**config.mk**
```make
export PLATFORM = sky130hd
export DESIGN_NAME = out_pixel_serializer
export DESIGN_NICKNAME = d
export VERILOG_FILES = /design/src/rtl/vdcm_out_pkg.sv /design/src/rtl/word_skid_buf.sv /design/src/rtl/out_pixel_serializer.sv
export SDC_FILE = /design/constraint.sdc
export NUM_CORES = 1
export LEC_CHECK = 0
export ABC_AREA = 1
export ABC_CLOCK_PERIOD_IN_PS = 12800
export BUFFER_PORTS_ARGS = -buffer_cell sky130_fd_sc_hd__buf_4
export CAP_MARGIN = 20
export CORE_MARGIN = 4
export CORE_UTILIZATION = 29
export DETAILED_ROUTE_END_ITERATION = 7
export HOLD_SLACK_MARGIN = 0.02
export SLEW_MARGIN = 20
export SYNTH_ARGS = -nofsm -noshare
export SYNTH_HDL_FRONTEND = slang
export SYNTH_SLANG_ARGS = --single-unit
```
**constraint.sdc**
```tcl
create_clock -name clk -period 12.8 [get_ports clk]
set_clock_uncertainty 0.2 [all_clocks]
set_input_delay 2.56 -clock clk [delete_from_list [all_inputs] [get_ports clk]]
set_output_delay 2.56 -clock clk [all_outputs]
set_load 0.005 [all_outputs]
```
**src/rtl/vdcm_out_pkg.sv**
```systemverilog
// Shared constants, pixel/word payload types and serializer state encoding
// for the decoder output pixel path.
package vdcm_out_pkg;

  localparam int unsigned PIXELS_PER_WORD    = 4;
  localparam int unsigned BITS_PER_COMPONENT = 14;
  localparam int unsigned PIXEL_WIDTH        = 3 * BITS_PER_COMPONENT;
  localparam int unsigned WORD_WIDTH         = PIXELS_PER_WORD * PIXEL_WIDTH;
  localparam int unsigned PIX_IDX_W          = $clog2(PIXELS_PER_WORD);

  typedef logic [PIXEL_WIDTH-1:0] pixel_t;
  // Index 0 sits in the LSBs, matching the FIFO word packing.
  typedef pixel_t [PIXELS_PER_WORD-1:0] word_t;

  typedef enum logic [1:0] {
    IDLE    = 2'd0,
    PREFILL = 2'd1,
    STREAM  = 2'd2
  } ser_state_t;

endpackage

```
**src/rtl/word_skid_buf.sv**
```systemverilog
// Two-entry word buffer between the FIFO read port and the pixel mux.
// Push and pop may happen in the same cycle; flush drops all entries.
module word_skid_buf
  import vdcm_out_pkg::*;
(
  input  logic       clk,
  input  logic       rst,
  input  logic       flush,
  input  logic       push,
  input  word_t      push_data,
  input  logic       pop,
  output word_t      head,
  output logic [1:0] occupancy
);

  word_t      mem [0:1];
  logic       wr_ptr;
  logic       rd_ptr;
  logic [1:0] count;
  logic       do_push;
  logic       do_pop;

  assign do_push   = push & (count != 2'd2);
  assign do_pop    = pop & (count != 2'd0);
  assign head      = mem[rd_ptr];
  assign occupancy = count;

  always_ff @(posedge clk) begin
    if (rst) begin
      mem[0] <= '0;
      mem[1] <= '0;
      wr_ptr <= 1'b0;
      rd_ptr <= 1'b0;
      count  <= 2'd0;
    end else if (flush) begin
      wr_ptr <= 1'b0;
      rd_ptr <= 1'b0;
      count  <= 2'd0;
    end else begin
      if (do_push) begin
        mem[wr_ptr] <= push_data;
        wr_ptr      <= ~wr_ptr;
      end
      if (do_pop) rd_ptr <= ~rd_ptr;
      count <= count + 2'(do_push) - 2'(do_pop);
    end
  end

endmodule

```
**src/rtl/out_pixel_serializer.sv**
```systemverilog
// Pulls 4-pixel words from the output sync FIFO and streams one pixel per
// cycle with sof/eol/eof markers derived from the programmed slice size.
module out_pixel_serializer
  import vdcm_out_pkg::*;
#(
  parameter int unsigned MAX_SLICE_WIDTH  = 2560,
  parameter int unsigned MAX_SLICE_HEIGHT = 2560,
  parameter int unsigned PREFILL_TIMEOUT  = 256
) (
  input  logic                                clk,
  input  logic                                rst,
  input  logic [$clog2(MAX_SLICE_WIDTH)-1:0]  slice_width,
  input  logic [$clog2(MAX_SLICE_HEIGHT)-1:0] slice_height,
  input  logic [WORD_WIDTH-1:0]               in_data,
  input  logic                                in_valid,
  input  logic                                in_sof,
  input  logic                                fifo_empty,
  input  logic                                fifo_almost_empty,
  output logic                                fifo_rd_en,
  output logic [PIXEL_WIDTH-1:0]              out_pixel,
  output logic                                out_valid,
  input  logic                                out_ready,
  output logic                                out_sof,
  output logic                                out_eol,
  output logic                                out_eof,
  output logic                                underflow
);

  localparam int unsigned COL_W = $clog2(MAX_SLICE_WIDTH);
  localparam int unsigned ROW_W = $clog2(MAX_SLICE_HEIGHT);
  localparam int unsigned PF_W  = $clog2(PREFILL_TIMEOUT);

  ser_state_t           state;
  ser_state_t           next_state;
  logic                 in_sof_q;
  logic                 sof_rise;
  logic                 inflight;
  logic [COL_W-1:0]     x;
  logic [ROW_W-1:0]     y;
  logic [PF_W-1:0]      pf_cnt;
  logic [1:0]           occupancy;
  word_t                head;
  logic [PIX_IDX_W-1:0] pix_idx;
  logic                 streaming;
  logic                 buf_empty;
  logic                 handshake;
  logic                 eol;
  logic                 eof;
  logic                 pop;
  logic                 push;
  logic                 prefill_done;

  assign sof_rise  = in_sof & ~in_sof_q;
  assign streaming = (state == STREAM);
  assign buf_empty = (occupancy == 2'd0);
  // Lines always start on a word boundary, so the low column bits are the pixel slot.
  assign pix_idx   = x[PIX_IDX_W-1:0];
  assign eol       = (x == slice_width - COL_W'(1));
  assign eof       = eol & (y == slice_height - ROW_W'(1));
  assign handshake = streaming & ~buf_empty & out_ready;
  assign pop       = handshake & (eol | (pix_idx == PIX_IDX_W'(PIXELS_PER_WORD - 1)));
  assign push      = in_valid & inflight;
  assign prefill_done = ~in_sof &
                        (~fifo_almost_empty | (pf_cnt == PF_W'(PREFILL_TIMEOUT - 1)));

  word_skid_buf u_buf (
    .clk       (clk),
    .rst       (rst),
    .flush     (sof_rise),
    .push      (push),
    .push_data (word_t'(in_data)),
    .pop       (pop),
    .head      (head),
    .occupancy (occupancy)
  );

  always_ff @(posedge clk) begin
    if (rst) state <= IDLE;
    else     state <= next_state;
  end

  // Next state and stream outputs; a new frame start overrides everything.
  always_comb begin
    next_state = state;
    out_valid  = 1'b0;
    underflow  = 1'b0;
    fifo_rd_en = 1'b0;
    out_pixel  = '0;
    out_sof    = 1'b0;
    out_eol    = 1'b0;
    out_eof    = 1'b0;

    case (state)
      IDLE:    next_state = IDLE;
      PREFILL: if (prefill_done) next_state = STREAM;
      STREAM:  if (handshake & eof) next_state = IDLE;
      default: next_state = IDLE;
    endcase
    if (sof_rise) next_state = PREFILL;

    out_valid  = streaming & ~buf_empty;
    underflow  = streaming & buf_empty;
    fifo_rd_en = streaming & ~fifo_empty & ((3'(occupancy) + 3'(inflight)) < 3'd2);
    if (out_valid) begin
      out_pixel = head[pix_idx];
      out_sof   = (x == '0) & (y == '0);
      out_eol   = eol;
      out_eof   = eof;
    end
  end

  // Frame-start edge detect, in-flight read tracking, position and prefill counters.
  always_ff @(posedge clk) begin
    if (rst) begin
      in_sof_q <= 1'b0;
      inflight <= 1'b0;
      x        <= '0;
      y        <= '0;
      pf_cnt   <= '0;
    end else begin
      in_sof_q <= in_sof;

      if (sof_rise)        inflight <= 1'b0;
      else if (fifo_rd_en) inflight <= 1'b1;
      else if (in_valid)   inflight <= 1'b0;

      if (sof_rise) begin
        x <= '0;
        y <= '0;
      end else if (handshake) begin
        if (eol) begin
          x <= '0;
          y <= eof ? '0 : y + ROW_W'(1);
        end else begin
          x <= x + COL_W'(1);
        end
      end

      if (!sof_rise && state == PREFILL && !in_sof) pf_cnt <= pf_cnt + PF_W'(1);
      else                                          pf_cnt <= '0;
    end
  end

endmodule

```
* Yosys cells after proc, flatten, opt, wreduce, memory -nomap -nowiden
Memories as Yosys holds them, arrays and structs flattened. A register that Yosys moved wholly into a read port is not among the register bits.
Index checks and enable logic that the tools add are counted.
** Operators by class
- $add $sub $neg :: 8
- Magnitude comparators :: 2
- Eq/ne operators :: 11
- Muxes and demuxes :: 25
- Bitwise operators :: 24
- Reductions and logical operators :: 15
** Operator list (number)
- $mux 168 :: 1
- $reduce_or 168->1 :: 1
- $bmux 42 s2 :: 1
- $mux 42 :: 2
- $add 12x1->12 const B :: 2
- $eq 12x12->1 :: 2
- $logic_not 12->1 :: 2
- $mux 12 :: 2
- $sub 12x1->12 const B :: 2
- $mux 1 :: 16
- $and 1x1->1 :: 14
- $add 8x1->8 const B :: 1
- $eq 8x8->1 const B :: 1
- $not 1->1 :: 8
- $reduce_and 2->1 :: 3
- $eq 2x2->1 const B :: 2
- $mux 2 :: 2
- $ne 2x2->1 const B :: 2
- $pmux 2 s2 :: 1
- $reduce_bool 2->1 :: 2
- $reduce_or 2->1 :: 2
- $add 2x1->3 :: 1
- $lt 2x3->1 const B :: 1
- $lt 3x2->1 const B :: 1
- 10 further kinds :: 13
** Storage, ports and cells
- Flip-flop bits (word level) :: 40
- Bits in writable memories :: 336
- Input port bits :: 199
- Output and inout bits :: 48
- Logic and storage cells :: 96
- Memories kept :: 1
** Memory list
- u_buf.mem :: words 2, width 168, rd ports 1, clocked after Yosys merged registers in 1, write ports 2, line word_skid_buf.sv:16 : word_t mem [0:1];

* Depth between registers and ports, before layout
Gate-level depths: netlist of run 1.
- Depth after elaboration :: 8
- Mapped depth :: 20
- Gate-level depth less buffers :: 20

* Modules after synthesis
From an unflattened synthesis of run 1, not the netlist that was laid out.
** Second synthesis, totals
- Cells, all modules :: 1912
- Area total of the unflattened synthesis :: 18715.4 sq um
** Modules (own cells, without submodules)
- word_skid_buf :: instances 1, cells each 1106, area an instance 14476.4 sq um, seq. area each 10189.8 sq um
- out_pixel_serializer :: instances 1, cells each 806, area an instance 4239.1 sq um, seq. area each 720.7 sq um

* Worst setup path after synthesis of run 1
Ideal clock, no wire load.
- Kind :: input-to-reg
- Start :: in in_sof
- End :: mem u_buf.mem[1][0] (netlist name), enable pin
- Library setup time :: 0.534 ns
- Arrival :: 7.230 ns
- Required time :: 12.066 ns
- Setup slack :: 4.836 ns
- Stages :: 7
- Buffers on the path :: 2
- Path through :: inv_1 nor2_1 nor2_1 nand3_1 clkbuf_1 buf_1 nand2_1
** RTL lines
- start: declaration :: line out_pixel_serializer.sv:16 : input logic in_sof,
- end: declaration :: line word_skid_buf.sv:16

* Worst setup path in the final report of run 1
- Start :: in slice_width[0]
- End :: out out_eof
** Between the ends
- Cells in the longest elaborated chain, start to end :: 4
** Ends and longest elaborated chain
- start: declaration :: line out_pixel_serializer.sv:12 : input logic [$clog2(MAX_SLICE_WIDTH)-1:0] slice_width,
- $sub 12x1->12 :: line out_pixel_serializer.sv:58 : assign eol = (x == slice_width - COL_W'(1));
- $eq 12x12->1 :: line out_pixel_serializer.sv:58
- $and 1x1->1 :: line out_pixel_serializer.sv:59 : assign eof = eol & (y == slice_height - ROW_W'(1));
- $mux 1 :: line out_pixel_serializer.sv:104 : if (out_valid) begin
- end: declaration :: line out_pixel_serializer.sv:25 : output logic out_eof,
No other way between the ends.

==> results of run 1 <==
## stage by stage
stage	std cells	instance area (um2)	power (W)	hold WS (ns)
after floorplan	2025	18100	0.00148	0.218
after global placement	3016	20800	0.00155	0.228
after detailed placement	3016	20800	0.00155	0.274
after CTS	3090	22100	0.00273	0.283
after global routing	3090	22100	0.00280	0.307
final	3091	22100	0.00270	0.274
## power by group through the flow
stage | Sequential [W] | Combinational, W | Clock (W)
final | 0.00138 | 0.000143 | 0.00117
after global placement | 0.00141 | 0.000144 | 0
after global routing | 0.00138 | 0.000160 | 0.00126
after detailed placement | 0.00141 | 0.000145 | 0
after floorplan | 0.00141 | 0.0000632 | 0
after CTS | 0.00138 | 0.000146 | 0.00120
## cell families (layout without fill, tap and decap cells)
kind of cell    count (synthesis)  in the layout  synth area share
compound gates                328            328            0.0972
fa+ha+maj                       9              9           0.00621
other cells                     0              1                 0
flops                         377            377             0.601
xor+xnor                       31             31            0.0150
simple gates                  923            923             0.206
buf+inv                       357            585            0.0743
## critical path, stage by stage
cell and delay (ns):
buf_4 0.13, inv_2 0.07, ha_1 0.24, nand2_1 0.07
nor2_1 0.17, nand2_1 0.08, nand2_1 0.07, nand2_1 0.05
inv_1 0.04, nand2_1 0.05, nor2_2 0.17, nand3_2 0.14
nor2_8 0.20, nand2_1 0.09, nor2_1 0.14, buf_4 0.14
## registers in the layout, indices dropped and copies added, names as in the netlist, 2 cells and up, named ones only
| name | cells |
|---|---|
| pf_cnt | 8 |
| u_buf.occupancy | 2 |
| u_buf.mem | 336 |
| x | 12 |
| state | 2 |
| y | 12 |
## final cells by class
cell class              instances  area (um2)  share of cell area
flip-flops and latches        377       10900               0.494
well taps                     837        1050              0.0474
multi-input cells            1291        5920               0.268
repair buffers                262        1970              0.0892
clock inverters                17         168             0.00759
diodes                          1        2.50            0.000113
inverters                     249         940              0.0425
clock buffers                  57        1140              0.0514
## worst min-delay path by stage
stage               from         to  slack [ns]
4_1_cts        pf_cnt[0]  pf_cnt[0]        0.28
2_1_floorplan  pf_cnt[0]  pf_cnt[0]        0.22
5_1_grt        pf_cnt[0]  pf_cnt[0]        0.31
3_3_place_gp   pf_cnt[0]  pf_cnt[0]        0.23
6_report       pf_cnt[0]  pf_cnt[0]        0.27
3_5_place_dp   pf_cnt[0]  pf_cnt[0]        0.27
## routing by layer
metal  wire [um]  vias up
met5          13        -
met4         745        2
met3        3510       60
met2       25800      371
met1       23500     6952
li1            -     7063
## cells in the mapped netlist
cell type | instances | area share
nor2_1 | 668 | 0.14
edfxtp_1 | 336 | 0.56
inv_1 | 243 | 0.050
o21ai_0 | 220 | 0.061
nand2_1 | 142 | 0.029
clkbuf_1 | 97 | 0.020
nand3_1 | 47 | 0.013
a31oi_1 | 42 | 0.014
o22ai_1 | 42 | 0.014
dfxtp_1 | 41 | 0.045
xor2_1 | 22 | 0.011
a21oi_1 | 21 | 0.0058
nand4_1 | 21 | 0.0072
nor3_1 | 11 | 0.0030
ha_1 | 9 | 0.0062
nor2_2 | 9 | 0.0031
xnor2_1 | 9 | 0.0043
buf_2 | 6 | 0.0017
buf_1 | 5 | 0.0010
inv_2 | 5 | 0.0010
nand3b_1 | 5 | 0.0021
nor3b_1 | 5 | 0.0021
nor4_1 | 5 | 0.0017
nand2_4 | 3 | 0.0019
nand3_2 | 3 | 0.0017
a2111oi_0 | 1 | 0.00048
a21oi_4 | 1 | 0.00090
and2_1 | 1 | 0.00035
clkinv_1 | 1 | 0.00021
nor2_4 | 1 | 0.00062
nor2_8 | 1 | 0.0011
nor3_2 | 1 | 0.00055
o21bai_1 | 1 | 0.00041
==> flow_summary_export.csv, run 1 <==
group,metric,value,unit
cells_and_area,nNetsFinal,2432,
synth,yosysSeqAreaShare,0.601,
clocking,postCtsSetupRepairBufs,0,
route,vias,14448,
timing,max_freq,0.139,GHz
critical_path,worst-path-max-fanout,10,
global_routing,grt_pass1_vias,14403,
critical_path,crit_path_end,"out_eof",
clocking,clkSinkCount,377,
cells_and_area,layout_commonest_cell,"nor2_1",
pwr,seqPwrFrac,0.512,
route,drt_iter0_markers,971,
timing,post-route-min-period,7.18,ns
critical_path,cp-end-kind,"primary output",
placed_design,dp_slack,5.63,ns
timing,timing.final.crit_share,0.561,
status,outcome,"finished, final reports clean",
pwr,peakVddDrop,0.0932,mV
floorplanning,core-area,61800,um2
job,drv_cap,0,
clocking,path_clk_slew,0.06,ns
route,avgViaCountPerCell,4.67,
cells_and_area,final_util,0.357,
timing,setup_tns,0,ns
global_routing,gr-max-usage-layer,"met2",
global_routing,antenna_found_initial,2,
pwr,p_clk_frac,0.435,
timing,slew_headroom,0.262,
pwr,p_sw,0.000583,W
synth,synth-seq-cells,377,
critical_path,startpoint,"slice_width[0]",
global_routing,use_met3,0.0342,
critical_path,cp-start-kind,"input pin",
pwr,p_leak,9.35,nW
cells_and_area,n_fill_cell,6280,
pwr,switching_share,0.216,
hold_path,hold_path_depth,1,
synth,syn_inst,2025,
clocking,clock_path_buffers,3,
timing,rsz0062_at_grt,"no",
clocking,root_buffer,"clkbuf_16",
pwr,p_int,0.00211,W
timing,fin_ws,5.62,ns
timing,finalSetupViolCount,0,
route,first_pass_iters,7,
synth,synth_area_per_cell,8.96,um2
clocking,htreeDepth,2,
floorplanning,die_y,258,um
cells_and_area,drive_above_1_share,0.156,
global_routing,grt_util_met2,0.265,
global_routing,gr-usage-all-layers,0.156,
floorplanning,start_util,0.293,
clocking,postCtsHoldBufs,0,
floorplanning,io_pins,247,
critical_path,worstPathRequired,10.04,ns
synth,ys_warn_count,0,
route,route.detailed.drc,0,
floorplanning,placementRows,91,
synth,synth_nets,2233,
route,wl_per_cell,17.4,um
global_routing,grt_pass1_wl,81.9,mm
global_routing,grt_max_degree,89,
cells_and_area,syn2layout_area_growth,21.8,%
clocking,cts_resized,0,
floorplanning,die_w,258,um
placed_design,gp_congestion,0.851,
timing,max_slew.worst_pin.slew,1.11,ns
clocking,cts_tree,"built",
clocking,worstSkewPairLatency,0.55,ns
critical_path,crit_type,"in -> out",
critical_path,rrSetupSlack,9.43,ns
critical_path,timing.rr.start,"state[0]",
global_routing,grt_overflow,0,
floorplanning,dieArea,66600,um2
critical_path,arrival,4.42,ns
placed_design,io_buffers,246,
critical_path,worstReg2RegEnd,"u_buf.occupancy[1]",
timing,slew_viol_final,0,
synth,synth_cell_types,33,
cells_and_area,mostFrequentLayoutCells,"nor2_1 (668), edfxtp_1 (336), buf_4 (261), inv_1 (240), o21ai_0 (220)",
hold_path,hp-class,"reg -> reg",
route,totalWireLength,53.6,mm
synth,syn_area,18100,um2
timing,hold_viol_final,0,
placed_design,dpl.hpwl,32.7,mm
critical_path,reg2regPathDepth,14,
clocking,cts_buffers,43,
pwr,powerDensity,122,nW/um2
global_routing,met1_usage,0.205,
route,antenna_left,0,
pwr,combinationalPowerShare,0.053,
Power figures use the tool's default switching activity.
==> inputs of run 2 (changes only) <==
ABC_CLOCK_PERIOD_IN_PS = 6000   (was 12800)
clock period = 6 ns   (was 12.8 ns; I/O delays follow)
==> run 2 against run 1 <==
Clock-buffer cell count grew 1. Utilization grew 0.27 points. Sequential power grew 110%. Hold slack lost 0.020 ns. Critical path type is now reg -> out. Combinational power grew 110%. Highest routed layer unchanged. Total power grew 120%. Final cell count is essentially flat.
==> flow_summary_export.csv, run 2 (synthesis results as in run 1) <==
group,metric,value,unit
placed_design,dp_slack,1.49,ns
global_routing,gr-usage-all-layers,0.151,
timing,slew_headroom,0.275,
critical_path,cp-start-kind,"flip-flop",
global_routing,antenna_found_initial,3,
route,drt_iter0_markers,912,
route,wl_per_cell,16.9,um
clocking,cts_buffers,44,
placed_design,io_buffers,246,
route,first_pass_iters,5,
hold_path,holdPathEnd,"pf_cnt[0]",
critical_path,worstPathRequired,4.60,ns
clocking,postCtsHoldBufs,0,
placed_design,placed_cells,3018,
pwr,p_int,0.00462,W
placed_design,place_area,20900,um2
global_routing,grt_pass1_wl,80.7,mm
clocking,clkSinkCount,377,
critical_path,worstReg2RegEnd,"u_buf.occupancy[1]",
timing,setup_tns,0,ns
clocking,root_buffer,"clkbuf_16",
timing,timing.final.crit_share,0.765,
floorplanning,start_util,0.293,
critical_path,crit_type,"reg -> out",
timing,fin_ws,1.41,ns
critical_path,rrSetupSlack,2.51,ns
timing,hold_viol_final,0,
floorplanning,die_w,258,um
cells_and_area,syn2layout_area_growth,22.8,%
critical_path,reg2regPathDepth,12,
route,antenna_left,0,
floorplanning,core-area,61800,um2
floorplanning,die_y,258,um
timing,max_freq,0.218,GHz
global_routing,grt_max_degree,106,
hold_path,hp-start,"pf_cnt[0]",
hold_path,hp-class,"reg -> reg",
cells_and_area,drive_above_1_share,0.158,
placed_design,dpl.hpwl,33.0,mm
pwr,peakVddDrop,0.175,mV
clocking,clock_path_buffers,3,
floorplanning,placementRows,91,
timing,post-route-min-period,4.59,ns
timing,rsz0062_at_grt,"no",
timing,finalSetupViolCount,0,
clocking,worstSkewPairLatency,0.55,ns
route,vias,14478,
timing,max_slew.worst_pin.slew,1.09,ns
route,avgViaCountPerCell,4.68,
pwr,p_clk_frac,0.444,
cells_and_area,nNetsFinal,2435,
critical_path,cp-end-kind,"primary output",
cells_and_area,final_cells,3094,
placed_design,gp_congestion,0.836,
critical_path,worst-path-max-fanout,43,
pwr,combinationalPowerShare,0.052,
pwr,powerDensity,263,nW/um2
cells_and_area,largest_registers,"u_buf.mem x336, x x12, y x12",
clocking,htreeDepth,2,
pwr,p_leak,9.42,nW
job,drv_cap,0,
cells_and_area,mostFrequentLayoutCells,"nor2_1 (668), edfxtp_1 (336), buf_4 (259), inv_1 (240), o21ai_0 (220)",
cells_and_area,largest_reg_flops,336,
global_routing,grt_overflow,0,
route,route.detailed.drc,0,
floorplanning,io_pins,247,
status,outcome,"finished, final reports clean",
cells_and_area,fin_area,22300,um2
global_routing,grt_pass1_vias,14399,
critical_path,arrival,3.19,ns
hold_path,hold_path_depth,1,
pwr,p_sw,0.00123,W
floorplanning,dieArea,66600,um2
clocking,postCtsSetupRepairBufs,0,
cells_and_area,top_register,"u_buf.mem",
clocking,cts_resized,0,
clocking,path_clk_slew,0.06,ns
route,totalWireLength,52.4,mm
timing,slew_viol_final,0,
pwr,seqPwrFrac,0.503,
pwr,switching_share,0.210,
clocking,cts_tree,"built",
critical_path,timing.rr.start,"u_buf.occupancy[1]",
cells_and_area,layout_commonest_cell,"nor2_1",
-- run 2: final cells by class --
cell class	instances	area, um2
Antenna cell	3	7.51
Clock buffer	58	1200
Clock inverter	15	175
Fill cell	6283	39600
Inverter	249	940
Multi-Input combinational cell	1291	5940
Sequential cell	377	10900
Tap cell	837	1050
Timing Repair Buffer	264	2040
-- run 2: routing by layer --
layer,routed length (um),GRT usage,up-vias
met5,26,0,-
met4,945,0.0351,4
met3,3260,0.0310,69
met2,24700,0.246,455
met1,23500,0.209,6878
li1,-,-,7072
-- run 2: how the worst max path moves through the flow --
stage               cells after the start  slack [ns]               to           start
finish                                  7        1.41    out_pixel[36]            x[0]
global route                            7        1.18    out_pixel[36]            x[0]
global placement                       16        1.51          out_eof  slice_width[0]
floorplan                               7        0.96  u_buf.mem[1][0]          in_sof
detailed placement                     16        1.49          out_eof  slice_width[0]
CTS                                     6        1.34     out_pixel[0]            x[0]
-- run 2: critical path, cell delays in order, from the launching register on --
cell      delay [ns]
dfxtp_4         0.75
clkinv_2        0.62
buf_12          0.36
o21ai_0         0.12
o22ai_1         0.09
o21ai_0         0.20
a31oi_1         0.14
buf_4           0.23
-- run 2: power groups by stage --
stage	clock [W]	combinational, W	sequential (W)
6_report	0.00260	0.000307	0.00295
5_1_grt	0.00277	0.000342	0.00295
4_1_cts	0.00267	0.000312	0.00295
3_5_place_dp	0	0.000310	0.00300
3_3_place_gp	0	0.000309	0.00300
2_1_floorplan	0	0.000135	0.00301
-- run 2: stage by stage --
stage                     hold WS [ns]  utilization  total power (W)
after global routing             0.282        0.360          0.00607
after detailed placement         0.252        0.338          0.00331
final                            0.254        0.360          0.00586
after global placement           0.231        0.338          0.00331
after CTS                        0.262        0.360          0.00593
after floorplan                  0.218            -          0.00314
==> inputs of run 3 (changes only) <==
ABC_AREA = 0   (was 1)
ABC_CLOCK_PERIOD_IN_PS = 4300   (was 6000)
clock period = 4.3 ns   (was 6 ns; I/O delays follow)
==> run 3 against run 2 <==
Global-route usage is 1.5 points lower. Hold slack lost 0.017 ns. Total power increased by 40%. Die area fell by 2.8%. Register-to-register slack got worse by 1.7 ns. Critical path depth up 2. Combinational power increased by 20%. Critical path type is now in -> out. Critical endpoint is now out_eof.
==> flow_summary_export.csv, run 3 <==
group,metric,value,unit
placed_design,io_buffers,246,
pwr,seqPwrFrac,0.503,
critical_path,crit_type,"in -> out",
synth,ys_warn_count,0,
timing,finalSetupViolCount,0,
route,route.detailed.drc,0,
floorplanning,start_util,0.292,
synth,syn_area,17600,um2
cells_and_area,top_register,"u_buf.mem",
pwr,p_clk_frac,0.452,
synth,ys_top_cells_by_count,"and2_1 (339), edfxtp_1 (336), nand2_1 (101)",
synth,synth-edff-count,336,
global_routing,grt_max_degree,169,
synth,synth_cell_types,60,
cells_and_area,layout_commonest_cell,"and2_1",
timing,hold_viol_final,0,
route,vias,11092,
timing,post-route-min-period,4.20,ns
clocking,worstSkewPairLatency,0.55,ns
global_routing,grt_pass1_vias,11346,
clocking,path_clk_slew,0.06,ns
route,totalWireLength,45.2,mm
synth,synthTopCellsByArea,"edfxtp_1 (57%), and2_1 (12%), mux4_2 (11%)",
clocking,root_buffer,"clkbuf_16",
cells_and_area,largest_reg_flops,336,
critical_path,worst-path-max-fanout,6,
cells_and_area,final_util,0.366,
global_routing,antenna_found_initial,6,
pwr,peakVddDrop,0.284,mV
synth,synth_top_area_frac,0.573,
cells_and_area,mostFrequentLayoutCells,"and2_1 (339), edfxtp_1 (336), buf_4 (277), nand2_1 (101), mux4_2 (84)",
clocking,clkSinkCount,377,
timing,hold_ws,0.237,ns
cells_and_area,drive_above_1_share,0.292,
global_routing,grt_pass1_wl,68.2,mm
pwr,powerDensity,370,nW/um2
floorplanning,die_w,254,um
critical_path,startpoint,"slice_width[0]",
synth,synth-seq-cells,377,
timing,timing.final.crit_share,0.977,
clocking,htreeDepth,2,
route,drt_iter0_markers,736,
timing,slew_headroom,0.315,
synth,synth.most_common_cell,"and2_1",
timing,max_freq,0.238,GHz
synth,yosysTopAreaCell,"edfxtp_1",
synth,syn_inst,1296,
timing,fin_ws,0.0984,ns
critical_path,timing.rr.start,"x[5]",
job,drv_cap,0,
synth,yosysSeqAreaShare,0.619,
timing,rsz0062_at_grt,"no",
critical_path,cp-start-kind,"input pin",
pwr,p_int,0.00650,W
synth,synth_ff_type,"edfxtp_1",
placed_design,dpl.hpwl,28.6,mm
synth,synth_nets,1504,
floorplanning,placementRows,90,
global_routing,use_met3,0.0369,
clocking,cts_buffers,43,
critical_path,arrival,3.14,ns
synth,async_flop_share,0,
route,wl_per_cell,19.1,um
route,antenna_left,0,
hold_path,hp-class,"reg -> reg",
pwr,combinationalPowerShare,0.045,
global_routing,gr-usage-all-layers,0.136,
global_routing,grt_overflow,0,
cells_and_area,largest_registers,"u_buf.mem x336, x x12, y x12",
floorplanning,dieArea,64700,um2
pwr,switching_share,0.205,
cells_and_area,nNetsFinal,1756,
global_routing,gr-max-usage-layer,"met2",
status,outcome,"finished, final reports clean",
floorplanning,die_y,254,um
clocking,clock_path_buffers,3,
route,first_pass_iters,5,
hold_path,hp-start,"pf_cnt[0]",
placed_design,gp_congestion,0.856,
synth,synth_area_per_cell,13.6,um2
clocking,cts_tree,"built",
critical_path,cp-end-kind,"primary output",
timing,max_slew.worst_pin.slew,1.03,ns
critical_path,worstPathRequired,3.24,ns
floorplanning,core-area,60200,um2
global_routing,grt_util_met2,0.219,
pwr,p_leak,8.18,nW
global_routing,met1_usage,0.185,
route,avgViaCountPerCell,4.69,
clocking,postCtsHoldBufs,0,
pwr,p_sw,0.00167,W
cells_and_area,syn2layout_area_growth,25.3,%
floorplanning,io_pins,247,
placed_design,dp_slack,-0.202,ns
timing,slew_viol_final,0,
run 3: through the flow:
step | std cells | setup TNS (ns) | total power, W | area (um2)
finish | 2365 | 0 | 0.00817 | 22100
detailed placement | 2284 | -0.374 | 0.00456 | 20600
CTS | 2361 | 0 | 0.00830 | 22000
global placement | 2284 | -0.391 | 0.00454 | 20600
floorplan | 1296 | 0 | 0.00432 | 17600
global route | 2362 | 0 | 0.00848 | 22100
run 3: layout make-up:
class,count,area (um2)
Fill cell,5787,38200
Clock buffer,57,1210
Sequential cell,377,10900
Antenna cell,3,7.51
Inverter,18,67.6
Multi-Input combinational cell,820,6380
Tap cell,782,978
Clock inverter,20,205
Timing Repair Buffer,288,2300
run 3: layer usage:
metal / wire [um] / share of wire
met5: 34 / 0.00075
met4: 910 / 0.020
met3: 2900 / 0.064
met2: 21500 / 0.48
met1: 19800 / 0.44
run 3: kinds of logic (layout without fill, tap and decap cells):
group           after synthesis  after routing  share of synthesized area
mux                          85             85                      0.108
simple gates                583            583                      0.188
other cells                   0              3                          0
xor+xnor                     48             48                     0.0239
buf+inv                      99            383                     0.0217
fa+ha+maj                     9              9                    0.00639
compound gates               95             95                     0.0324
flops                       377            377                      0.619
run 3: worst max-delay path, cell delays in order:
cell     delay (ns)
buf_4          0.11
buf_4          0.14
or4_4          0.52
or4_1          0.51
o31a_1         0.13
a21oi_1        0.11
or4b_4         0.51
nor3_2         0.12
buf_4          0.13
run 3: path summary, 6_finish.rpt:
path | end | slack (ns) | cells past startpoint
max | out_eof | 0.1 | 9
min | pf_cnt[0] | 0.24 | 1
max reg2reg | u_buf.occupancy[1] | 0.86 | 13
min reg2reg | pf_cnt[0] | 0.24 | 1
run 3: power by group through the flow:
stage	logic (W)	registers [W]	clock network, W
floorplan	0.000138	0.00418	0
global placement	0.000363	0.00418	0
detailed placement	0.000370	0.00419	0
CTS	0.000373	0.00411	0.00381
global route	0.000403	0.00412	0.00396
finish	0.000368	0.00411	0.00369
run 3: what timing repair did:
action | 4_1_cts | 5_1_grt
pin swaps | 0 | 2
buffers inserted | 0 | 1
setup endpoints to repair | 2 | 2
resized for setup | 5 | 4
